[config.mk]
export PLATFORM = sky130hd
export DESIGN_NAME = mc_control
export DESIGN_NICKNAME = d
export VERILOG_FILES = /design/src/rtl/mc_control_pkg.sv /design/src/rtl/mc_control_mem_wait.sv /design/src/rtl/mc_control.sv
export SDC_FILE = /design/constraint.sdc
export NUM_CORES = 1
export LEC_CHECK = 0
export CAP_MARGIN = 40
export CELL_PAD_IN_SITES_DETAIL_PLACEMENT = 2
export CELL_PAD_IN_SITES_GLOBAL_PLACEMENT = 2
export CORE_ASPECT_RATIO = 0.5
export CORE_UTILIZATION = 29
export DETAILED_ROUTE_END_ITERATION = 10
export GPL_TIMING_DRIVEN = 0
export PLACE_DENSITY_LB_ADDON = 0.1
export SLEW_MARGIN = 20
export SYNTH_ARGS = -nofsm -noshare
export SYNTH_HDL_FRONTEND = slang
export SYNTH_HIERARCHICAL = 1
export SYNTH_SLANG_ARGS = --single-unit
export TNS_END_PERCENT = 100
[constraint.sdc]
create_clock -name clk -period 3.1 [get_ports clk]
set_input_delay 0.31 -clock clk [delete_from_list [all_inputs] [get_ports clk]]
set_output_delay 0.31 -clock clk [all_outputs]
set_load 0.05 [all_outputs]
[src/rtl/mc_control_pkg.sv]
// Shared definitions for the multicycle MIPS controller: state encoding,
// opcode values, control-field encodings and opcode classification helpers.
package mc_control_pkg;

    typedef enum logic [3:0] {
        S_IDLE   = 4'd0,
        S_FETCH  = 4'd1,
        S_DECODE = 4'd2,
        S_EXEC   = 4'd3,
        S_MEM    = 4'd4,
        S_WB     = 4'd5,
        S_BRANCH = 4'd6,
        S_JUMP   = 4'd7,
        S_TRAP   = 4'd8
    } state_t;

    localparam logic [5:0] OP_RTYPE = 6'b000000;
    localparam logic [5:0] OP_ADDI  = 6'b001000;
    localparam logic [5:0] OP_SUBI  = 6'b111111;
    localparam logic [5:0] OP_ANDI  = 6'b001100;
    localparam logic [5:0] OP_ORI   = 6'b001101;
    localparam logic [5:0] OP_SLTI  = 6'b001010;
    localparam logic [5:0] OP_LUI   = 6'b001111;
    localparam logic [5:0] OP_LW    = 6'b100011;
    localparam logic [5:0] OP_LH    = 6'b100001;
    localparam logic [5:0] OP_LB    = 6'b100000;
    localparam logic [5:0] OP_SW    = 6'b101011;
    localparam logic [5:0] OP_SH    = 6'b101001;
    localparam logic [5:0] OP_SB    = 6'b101000;
    localparam logic [5:0] OP_J     = 6'b000010;
    localparam logic [5:0] OP_JAL   = 6'b000011;
    localparam logic [5:0] OP_BEQ   = 6'b000100;
    localparam logic [5:0] OP_BNE   = 6'b000101;
    localparam logic [5:0] OP_BGEZ  = 6'b000001;

    // alu_op: add (address), sub (compare), funct field, immediate sub-op
    localparam logic [1:0] ALU_OP_ADD   = 2'b00;
    localparam logic [1:0] ALU_OP_SUB   = 2'b01;
    localparam logic [1:0] ALU_OP_FUNCT = 2'b10;
    localparam logic [1:0] ALU_OP_IMM   = 2'b11;

    localparam logic [2:0] IMM_NONE = 3'b000;
    localparam logic [2:0] IMM_ADD  = 3'b001;
    localparam logic [2:0] IMM_SUB  = 3'b010;
    localparam logic [2:0] IMM_AND  = 3'b011;
    localparam logic [2:0] IMM_OR   = 3'b100;
    localparam logic [2:0] IMM_SLT  = 3'b101;
    localparam logic [2:0] IMM_LUI  = 3'b110;

    // mem_read: bit 2 = enable, bits 1:0 = size (10 word, 01 half, 00 byte)
    localparam logic [2:0] MEM_RD_NONE = 3'b000;
    localparam logic [2:0] MEM_RD_WORD = 3'b110;
    localparam logic [2:0] MEM_RD_HALF = 3'b101;
    localparam logic [2:0] MEM_RD_BYTE = 3'b100;

    localparam logic [1:0] MEM_WR_NONE = 2'b00;
    localparam logic [1:0] MEM_WR_WORD = 2'b11;
    localparam logic [1:0] MEM_WR_HALF = 2'b10;
    localparam logic [1:0] MEM_WR_BYTE = 2'b01;

    localparam logic [1:0] M2R_ALU = 2'b00;
    localparam logic [1:0] M2R_MEM = 2'b01;
    localparam logic [1:0] M2R_PC4 = 2'b11;

    localparam logic [1:0] RW_NONE  = 2'b00;
    localparam logic [1:0] RW_WRITE = 2'b01;

    localparam logic [1:0] PC_SRC_PC4    = 2'b00;
    localparam logic [1:0] PC_SRC_BRANCH = 2'b01;
    localparam logic [1:0] PC_SRC_JUMP   = 2'b10;

    typedef struct packed {
        logic [1:0] alu_op;
        logic [2:0] alu_op_imm;
        logic       alu_src;
        logic       reg_dst;
    } alu_ctrl_t;

    function automatic logic is_load(input logic [5:0] op);
        case (op)
            OP_LW, OP_LH, OP_LB: is_load = 1'b1;
            default:             is_load = 1'b0;
        endcase
    endfunction

    function automatic logic is_store(input logic [5:0] op);
        case (op)
            OP_SW, OP_SH, OP_SB: is_store = 1'b1;
            default:             is_store = 1'b0;
        endcase
    endfunction

    function automatic logic is_alu(input logic [5:0] op);
        case (op)
            OP_RTYPE, OP_ADDI, OP_SUBI, OP_ANDI,
            OP_ORI, OP_SLTI, OP_LUI:  is_alu = 1'b1;
            default:                  is_alu = 1'b0;
        endcase
    endfunction

    function automatic logic is_branch(input logic [5:0] op);
        case (op)
            OP_BEQ, OP_BNE, OP_BGEZ: is_branch = 1'b1;
            default:                 is_branch = 1'b0;
        endcase
    endfunction

    function automatic logic is_jump(input logic [5:0] op);
        case (op)
            OP_J, OP_JAL: is_jump = 1'b1;
            default:      is_jump = 1'b0;
        endcase
    endfunction

    function automatic logic [2:0] load_width(input logic [5:0] op);
        case (op)
            OP_LW:   load_width = MEM_RD_WORD;
            OP_LH:   load_width = MEM_RD_HALF;
            OP_LB:   load_width = MEM_RD_BYTE;
            default: load_width = MEM_RD_NONE;
        endcase
    endfunction

    function automatic logic [1:0] store_width(input logic [5:0] op);
        case (op)
            OP_SW:   store_width = MEM_WR_WORD;
            OP_SH:   store_width = MEM_WR_HALF;
            OP_SB:   store_width = MEM_WR_BYTE;
            default: store_width = MEM_WR_NONE;
        endcase
    endfunction

    // ALU-side decode, identical to the single-cycle decoder's fields
    function automatic alu_ctrl_t alu_ctrl(input logic [5:0] op);
        case (op)
            OP_RTYPE: alu_ctrl = '{ALU_OP_FUNCT, IMM_NONE, 1'b0, 1'b1};
            OP_ADDI:  alu_ctrl = '{ALU_OP_IMM,   IMM_ADD,  1'b1, 1'b0};
            OP_SUBI:  alu_ctrl = '{ALU_OP_IMM,   IMM_SUB,  1'b1, 1'b0};
            OP_ANDI:  alu_ctrl = '{ALU_OP_IMM,   IMM_AND,  1'b1, 1'b0};
            OP_ORI:   alu_ctrl = '{ALU_OP_IMM,   IMM_OR,   1'b1, 1'b0};
            OP_SLTI:  alu_ctrl = '{ALU_OP_IMM,   IMM_SLT,  1'b1, 1'b0};
            OP_LUI:   alu_ctrl = '{ALU_OP_IMM,   IMM_LUI,  1'b1, 1'b0};
            OP_LW, OP_LH, OP_LB,
            OP_SW, OP_SH, OP_SB:
                      alu_ctrl = '{ALU_OP_ADD,   IMM_NONE, 1'b1, 1'b0};
            OP_BEQ, OP_BNE, OP_BGEZ:
                      alu_ctrl = '{ALU_OP_SUB,   IMM_NONE, 1'b0, 1'b0};
            default:  alu_ctrl = '{ALU_OP_ADD,   IMM_NONE, 1'b0, 1'b0};
        endcase
    endfunction

endpackage

[src/rtl/mc_control_mem_wait.sv]
// Memory wait counter: counts cycles a request waits for mem_ready and
// flags a timeout on the MEM_TIMEOUT-th waiting cycle. i_start is held high
// whenever no request is outstanding, so every request begins from zero.
module mc_mem_wait #(
    parameter int MEM_TIMEOUT = 16
) (
    input  logic clk,
    input  logic rst_n,
    input  logic i_start,
    input  logic i_ready,
    output logic o_timeout
);
    localparam int W = $clog2(MEM_TIMEOUT);
    localparam logic [W-1:0] LIMIT = W'(MEM_TIMEOUT - 1);

    logic [W-1:0] r_cnt;

    // ready arriving on the threshold cycle wins over the timeout
    assign o_timeout = !i_start && !i_ready && (r_cnt == LIMIT);

    // wait counter: cleared when idle or when the request resolves
    always_ff @(posedge clk or negedge rst_n) begin
        if (!rst_n) begin
            r_cnt <= '0;
        end else if (i_start || i_ready || o_timeout) begin
            r_cnt <= '0;
        end else begin
            r_cnt <= r_cnt + W'(1);
        end
    end
endmodule

[src/rtl/mc_control.sv]
// Multicycle MIPS controller: sequences FETCH/DECODE/EXEC/MEM/WB with a
// memory handshake, branch resolution, timeout and retired-instruction count.
// Optional feature macro: MC_CTRL_TRAP_EN (illegal opcode / timeout -> TRAP).
module mc_control
    import mc_control_pkg::*;
#(
    parameter int OPCODE_W    = 6,
    parameter int MEM_TIMEOUT = 16,
    parameter int CNT_W       = 32
) (
    input  logic                clk,
    input  logic                rst_n,
    input  logic [OPCODE_W-1:0] opcode,
    input  logic                alu_zero,
    input  logic                alu_neg,
    input  logic                mem_ready,
    output logic                mem_req,
    output logic                iord,
    output logic                ir_write,
    output logic                pc_write,
    output logic [1:0]          pc_source,
    output logic                reg_dst,
    output logic                alu_src,
    output logic [1:0]          alu_op,
    output logic [2:0]          alu_op_imm,
    output logic [2:0]          mem_read,
    output logic [1:0]          mem_write,
    output logic [1:0]          mem_to_reg,
    output logic [1:0]          reg_write,
    output logic [3:0]          state_o,
    output logic                bus_err,
    output logic                trap,
    input  logic                trap_ack,
    output logic [CNT_W-1:0]    instr_count
);
`ifdef MC_CTRL_TRAP_EN
    localparam state_t FAULT_DEST      = S_TRAP;
    localparam logic   ILLEGAL_RETIRES = 1'b0;
`else
    localparam state_t FAULT_DEST      = S_FETCH;
    localparam logic   ILLEGAL_RETIRES = 1'b1;
    logic w_unused_trap_ack;
    assign w_unused_trap_ack = trap_ack;
`endif

    state_t              r_state;
    state_t              w_next;
    logic [OPCODE_W-1:0] r_opcode;
    logic [CNT_W-1:0]    r_count;
    logic [5:0]          w_op;
    alu_ctrl_t           w_ctrl;
    logic                w_retire;
    logic                w_ir_load;
    logic                w_taken;
    logic                w_timeout;
    logic                w_wait_start;

    assign w_op         = 6'(r_opcode);
    assign w_ctrl       = alu_ctrl(w_op);
    assign w_taken      = ((w_op == OP_BEQ)  &&  alu_zero) ||
                          ((w_op == OP_BNE)  && !alu_zero) ||
                          ((w_op == OP_BGEZ) && !alu_neg);
    assign w_wait_start = (r_state != S_FETCH) && (r_state != S_MEM);
    assign bus_err      = w_timeout;
    assign state_o      = r_state;
    assign instr_count  = r_count;

    mc_mem_wait #(.MEM_TIMEOUT(MEM_TIMEOUT)) u_wait (
        .clk       (clk),
        .rst_n     (rst_n),
        .i_start   (w_wait_start),
        .i_ready   (mem_ready),
        .o_timeout (w_timeout)
    );

    // state register
    always_ff @(posedge clk or negedge rst_n) begin
        if (!rst_n) begin
            r_state <= S_IDLE;
        end else begin
            r_state <= w_next;
        end
    end

    // opcode latch, loaded together with the instruction register
    always_ff @(posedge clk or negedge rst_n) begin
        if (!rst_n) begin
            r_opcode <= '0;
        end else if (w_ir_load) begin
            r_opcode <= opcode;
        end else begin
            r_opcode <= r_opcode;
        end
    end

    // retired-instruction counter, wraps silently
    always_ff @(posedge clk or negedge rst_n) begin
        if (!rst_n) begin
            r_count <= '0;
        end else if (w_retire) begin
            r_count <= r_count + CNT_W'(1);
        end else begin
            r_count <= r_count;
        end
    end

    // next-state and Moore control outputs
    always_comb begin
        w_next     = r_state;
        w_retire   = 1'b0;
        w_ir_load  = 1'b0;
        mem_req    = 1'b0;
        iord       = 1'b0;
        ir_write   = 1'b0;
        pc_write   = 1'b0;
        pc_source  = PC_SRC_PC4;
        reg_dst    = 1'b0;
        alu_src    = 1'b0;
        alu_op     = ALU_OP_ADD;
        alu_op_imm = IMM_NONE;
        mem_read   = MEM_RD_NONE;
        mem_write  = MEM_WR_NONE;
        mem_to_reg = M2R_ALU;
        reg_write  = RW_NONE;
        trap       = 1'b0;
        case (r_state)
            S_IDLE: begin
                w_next = S_FETCH;
            end
            S_FETCH: begin
                mem_req = 1'b1;
                if (mem_ready) begin
                    ir_write  = 1'b1;
                    pc_write  = 1'b1;
                    w_ir_load = 1'b1;
                    w_next    = S_DECODE;
                end else if (w_timeout) begin
                    w_next = FAULT_DEST;
                end else begin
                    w_next = S_FETCH;
                end
            end
            S_DECODE: begin
                if (is_alu(w_op) || is_load(w_op) || is_store(w_op)) begin
                    w_next = S_EXEC;
                end else if (is_branch(w_op)) begin
                    w_next = S_BRANCH;
                end else if (is_jump(w_op)) begin
                    w_next = S_JUMP;
                end else begin
                    w_next   = FAULT_DEST;
                    w_retire = ILLEGAL_RETIRES;
                end
            end
            S_EXEC: begin
                {alu_op, alu_op_imm, alu_src, reg_dst} = w_ctrl;
                if (is_load(w_op) || is_store(w_op)) begin
                    w_next = S_MEM;
                end else begin
                    w_next = S_WB;
                end
            end
            S_MEM: begin
                {alu_op, alu_op_imm, alu_src, reg_dst} = w_ctrl;
                mem_req   = 1'b1;
                iord      = 1'b1;
                mem_read  = load_width(w_op);
                mem_write = store_width(w_op);
                if (mem_ready) begin
                    if (is_load(w_op)) begin
                        w_next = S_WB;
                    end else begin
                        w_next   = S_FETCH;
                        w_retire = 1'b1;
                    end
                end else if (w_timeout) begin
                    w_next = FAULT_DEST;
                end else begin
                    w_next = S_MEM;
                end
            end
            S_WB: begin
                {alu_op, alu_op_imm, alu_src, reg_dst} = w_ctrl;
                reg_write  = RW_WRITE;
                mem_to_reg = is_load(w_op) ? M2R_MEM : M2R_ALU;
                w_next     = S_FETCH;
                w_retire   = 1'b1;
            end
            S_BRANCH: begin
                {alu_op, alu_op_imm, alu_src, reg_dst} = w_ctrl;
                if (w_taken) begin
                    pc_write  = 1'b1;
                    pc_source = PC_SRC_BRANCH;
                end else begin
                    pc_write  = 1'b0;
                end
                w_next   = S_FETCH;
                w_retire = 1'b1;
            end
            S_JUMP: begin
                pc_write  = 1'b1;
                pc_source = PC_SRC_JUMP;
                if (w_op == OP_JAL) begin
                    reg_write  = RW_WRITE;
                    mem_to_reg = M2R_PC4;
                end else begin
                    reg_write  = RW_NONE;
                end
                w_next   = S_FETCH;
                w_retire = 1'b1;
            end
            S_TRAP: begin
`ifdef MC_CTRL_TRAP_EN
                trap = 1'b1;
                if (trap_ack) begin
                    w_next = S_FETCH;
                end else begin
                    w_next = S_TRAP;
                end
`else
                w_next = S_FETCH;
`endif
            end
            default: begin
                w_next = S_IDLE;
            end
        endcase
    end
endmodule

Word level (Yosys, flattened, before mapping)
Memories as Yosys holds them, arrays and structs flattened.
Cells that the tools add are included.
{ "totals": {"reg_bits": 46, "romBits": 448, "output_inout_bits": 60, "wordCells": 118, "memories": 1} }
{ "mem_list": {"columns": ["name", "depth", "width", "rd", "rd_clocked_by_memory_dff", "write_ports", "line_no", "rtl"], "rows": [
  ["(name not given)", 64, 7, 1, 0, 0, "mc_control_pkg.sv:135", "case (op)"]
]} }
{ "op_classes": {"n_addsub": 2, "n_eq_ne": 28, "n_mux": 55, "reduce_logical": 28} }
{ "ops": {"columns": ["op", "n"], "rows": [
  ["$eq A6 B6 Y1 const B", 7],
  ["$mux W1", 34],
  ["$add A32 B1 Y32 const B", 1],
  ["$eq A6 B4 Y1 const B", 5],
  ["$mux W3", 7],
  ["$pmux W4 S5", 1],
  ["$eq A4 B3 Y1 const B", 4],
  ["$eq A6 B2 Y1 const B", 2],
  ["$eq A6 B3 Y1 const B", 2],
  ["$reduce_or A3 Y1", 4],
  ["$pmux W3 S3", 1],
  ["$eq A4 B2 Y1 const B", 2],
  ["$eq A4 B4 Y1 const B", 2],
  ["$mux W2", 4],
  ["$mux W4", 2],
  ["$pmux W2 S2", 2],
  ["$logic_or A1 B1 Y1", 7],
  ["$reduce_or A7 Y1", 1],
  ["$eq A6 B1 Y1 const B", 1],
  ["$logic_and A1 B1 Y1", 6],
  ["$logic_not A6 Y1", 1],
  ["$pmux W1 S3", 2],
  ["$pmux W2 S3", 1],
  ["$reduce_or A5 Y1", 1],
  ["other kinds (9)", 13]
]} }

Depth between registers and ports, before layout
{ "depth": {"ltp_word": 15, "depth_mapped": 11} }

By module
The synthesis kept the hierarchy.
{ "modules_own_cells": {"columns": ["mod", "n_inst", "cells_each", "area_each_um2", "seq_area_each_um2"], "rows": [
  ["mc_control", 1, 280, 2605.0, 1026.0],
  ["mc_mem_wait", 1, 16, 183.9, 100.1]
]} }

Worst setup path after synthesis
No wires, ideal clock.
{ "synth_path": {"path_type": "register to register", "from": "register r_state[2] (netlist: state_o[2])", "to": "register r_state[0] (netlist: state_o[0])", "t_arrival_ns": 3.713, "required_ns": 3.018, "path_slack_ns": -0.695, "path_stages_with_launch": 10, "path_buffers": 1, "path_cell_list": "dfrtp_1 -> clkbuf_1 -> xor2_1 -> nor2b_1 -> inv_1 -> nor3_1 -> nor2_1 -> nand3b_1 -> a21oi_1 -> o22ai_1"} }
{ "synth_via": {"elab_chain_len": 8, "elab_cells_between_ends": 19, "classes_between": "10 x eq/ne; 3 x mux; 6 x reduce/logical"} }
{ "synth_lines": {"columns": ["element", "line_no", "rtl"], "rows": [
  ["from (decl)", "mc_control.sv:46", "state_t r_state;"],
  ["from (signal assigned)", "mc_control.sv:81", "r_state <= w_next;"],
  ["$ne A4 B1 Y1 / $ne A4 B3 Y1 (equally long branches)", "mc_control.sv:63", "assign w_wait_start = (r_state != S_FETCH) && (r_state != S_MEM);"],
  ["$logic_and A1 B1 Y1 (*)", "mc_control.sv:63", null],
  ["net w_wait_start", "mc_control.sv:56", "logic w_wait_start;"],
  ["$logic_not A1 Y1 (*)", "mc_control_mem_wait.sv:19", "assign o_timeout = !i_start && !i_ready && (r_cnt == LIMIT);"],
  ["$logic_and A1 B1 Y1 (*) (2 in a row)", "mc_control_mem_wait.sv:19", null],
  ["net bus_err", "mc_control.sv:31", "output logic bus_err,"],
  ["$mux W3 (*)", "mc_control.sv:176", "end else if (w_timeout) begin"],
  ["$mux W4 (*)", "mc_control.sv:169", "if (mem_ready) begin"],
  ["$pmux W4 S5 (*)", "mc_control.sv:126", "case (r_state)"],
  ["net w_next[0]", "mc_control.sv:47", "state_t w_next;"]
]} }
Mark *: on every way through the listed nets, which the timed path passes. The rest lies on a longest branch.
A chain may end at the register's enable or synchronous reset.

Worst setup path in the final report
{ "layout_path": {"from": "register r_state[2] (netlist: state_o[2])", "to": "output port mem_write[1]"} }
{ "layout_via": {"elab_chain_len": 2} }
{ "layout_lines": {"columns": ["element", "line_no", "rtl"], "rows": [
  ["$eq A4 B3 Y1", "mc_control.sv:126", null],
  ["$mux W2", "mc_control.sv:126", null],
  ["to (decl)", "mc_control.sv:27", "output logic [1:0] mem_write,"]
]} }
No other way between the ends.

==> impl_metrics.json <==
{
  "wl_per_cell_um": 18.3,
  "num_vias": 2514,
  "layout.nets": 392,
  "fin_cells": 491,
  "wl_um": 8970,
  "ant_nets": 0,
  "power.total_w": 0.00349,
  "final_common_cell": "clkdlybuf4s50_1",
  "cap_violations": 0,
  "grt_first_pass_wirelength_um": 15300,
  "ys_ff_latch": 45,
  "overflow": 0,
  "yosys_most_used_dff": "dfrtp_1",
  "netlist_area_sq_um": 2790,
  "clk_pin_slew_ns": 0.07,
  "fmax_mhz": 340,
  "cts_max_path_buffers": 2,
  "pin_count": 72,
  "leakagePower_nw": 1.54,
  "chipHeight_um": 71.3,
  "initial_utilization": 0.310,
  "antenna_found_initial": 0,
  "cts_sinks": 45,
  "die_area_sq_um": 10000,
  "worst_ep_required_time_ns": 2.79,
  "syn_area_per_cell_sq_um": 9.42,
  "tightestPinTransition_ns": 0.799,
  "hpwl_um": 6690,
  "drive_above_1_share": 0.112,
  "cts_tree": "yes",
  "dp.cells": 483,
  "layout_common_cells": "55 x clkdlybuf4s50_1, 45 x dfrtp_1, 27 x nor2_1",
  "yosys.area.top_type": "dfrtp_1",
  "crit_arrival_ns": 2.63,
  "fillers": 978,
  "drc": 0,
  "final-hold-violation-count": 0,
  "core-area_sq_um": 9010,
  "slew_headroom": 0.462,
  "grt_max_degree": 25,
  "rsz0062_at_grt": "false",
  "min_period_over_period": 0.948,
  "ir_drop_mv": 0.215,
  "viasPerCell": 5.12,
  "routabilityCongestion": 0.786,
  "tns_ns": 0,
  "clkLatencyLatePin_ns": 0.29,
  "cts_root_buffer": "clkbuf_16",
  "skew_ns": 0.00662,
  "min_period_ns": 2.94,
  "cts_made_buffers": 5,
  "worstSetupStartpointType": "flip-flop",
  "insertedDiodeCount": 0,
  "worst_hold_path_type": "primary input to asynchronous set/reset pin",
  "rows": 24,
  "drt-initial-drc-count": 65,
  "async_reset_ff_frac": 1.00,
  "slew_viol_final": 0,
  "syn_inst": 296,
  "dr.pass1.iters": 4,
  "setup_violations": 0,
  "track_usage": 0.194,
  "ys_seq_area_frac": 0.404,
  "cts_hold_buf": 0,
  "synth.top_cell.area_share": 0.404,
  "p_per_area_nw_per_um2": 915,
  "path_max_fanout": 10,
  "grt_pass1_vias": 2867,
  "synth-edff-count": 0,
  "yosys-top-cells-area": "dfrtp_1 40%, xor2_1 8.2%, nor2_1 3.6%",
  "ys.warnings.count": 6,
  "post-route-util": 0.424,
  "end_kind": "primary output",
  "die_w_um": 141,
  "status": "finished, final reports clean",
  "critPathKind": "flip-flop to primary output",
  "synth.distinct_cells": 50,
  "htreeDepth": 2,
  "timing.hold.ws_ns": 0.00709,
  "io_buffers": 67,
  "area_delta_synth_final_pct": 36.9
}
[metal layers]
layer  vias to the layer above  track usage  share of wire  routed length [um]
met4                         0       0.0362         0.0065                  58
met3                         6       0.0334          0.030                 272
met1                      1279        0.243           0.46                4100
met5                         -            0              0                   0
met2                        45        0.358           0.51                4540
li1                       1184            -              -                   -
[final timing paths]
check / slack [ns] / to / from / cells after the start
min in group clk: 0.48 / instr_count[31] / instr_count[31] / 1
max in group asynchronous: 2.55 / u_wait/r_cnt[1] / rst_n / 2
worst min register to register: 0.48 / instr_count[31] / instr_count[31] / 1
worst max-delay path: 0.16 / mem_write[1] / state_o[2] / 7
worst min-delay path: 0.007 / instr_count[14] / rst_n / 1
worst max register to register: 0.31 / instr_count[8] / r_opcode[0] / 11
[what timing repair did]
item / CTS / global route
setup endpoints to repair: 7 / 5
setup buffers: 0 / 0
gates resized for setup: 7 / 5
hold endpoints to repair: 0 / 0
[cell families (layout without fill, tap and decap cells)]
| group | count (synthesis) | in the layout | share of synthesized area |
|---|---|---|---|
| and+or+nand+nor | 137 | 137 | 0.283 |
| other | 1 | 3 | 0.00134 |
| buffers and inverters | 30 | 106 | 0.0633 |
| muxes | 5 | 5 | 0.0238 |
| DFF | 45 | 45 | 0.404 |
| adders and majority gates | 7 | 7 | 0.0314 |
| AOI/OAI and AO/OA | 35 | 35 | 0.0808 |
| xor gates and xnor gates | 36 | 36 | 0.113 |
[cells in the mapped netlist (2+ instances only)]
cell / instances
buf_4: 4
ha_1: 7
a21oi_1: 10
nor4_1: 8
nor2_1: 27
o22ai_1: 3
buf_2: 2
nor4_4: 2
a31oi_1: 2
nand4_1: 9
nand2_1: 25
and3_1: 8
a22oi_1: 3
mux2_2: 3
inv_1: 8
or2_2: 4
nor3_1: 14
xnor2_1: 10
buf_6: 4
xor2_1: 26
dfrtp_1: 45
nor4b_1: 2
nand2b_1: 3
and4_1: 2
nand3_1: 13
nor4_2: 3
nor2_2: 2
o21a_1: 3
clkbuf_1: 11
or3_1: 3
nand3b_1: 5
o21ai_0: 7
[per-stage QoR]
step           instance area, sq um  setup WS, ns
4_1_cts                        3810        0.0352
2_1_floorplan                  2800        0.0564
5_1_grt                        3820        0.0106
3_5_place_dp                   3640         0.156
3_3_place_gp                   3620       -0.0506
6_report                       3820         0.160
[where the power goes]
part / leakage, nW / switching, W / internal [W]
sequential: 0.499 / 0.000125 / 0.000697
combinational: 0.956 / 0.00134 / 0.000702
clock: 0.0841 / 0.000229 / 0.000403
total: 1.54 / 0.00169 / 0.00180
[worst max-delay path, stage by stage (launching register included)]
cell and delay (ns):
dfrtp_1 0.38, clkbuf_1 0.38, nand2b_1 0.14, or2_2 0.35, nor3_1 0.27, nand3b_1 0.16, nor2_1 0.13, dlygate4sd2_1 0.53
[state kept, by name, indices dropped and copies added, names as in the netlist]
name,flops
state_o,3
u_wait/r_cnt,4
instr_count,32
r_opcode,6
[final cells by class]
| class | instances | area (sq um) | area share |
|---|---|---|---|
| clock buffers | 7 | 143 | 0.0374 |
| repair buffers | 68 | 688 | 0.180 |
| flip-flops and latches | 45 | 1130 | 0.295 |
| plain buffers | 22 | 146 | 0.0383 |
| well taps | 117 | 146 | 0.0383 |
| clock inverters | 1 | 30.0 | 0.00786 |
| inverters | 8 | 30.0 | 0.00786 |
| multi-input cells | 223 | 1510 | 0.395 |
Power figures use the tool's default switching activity.
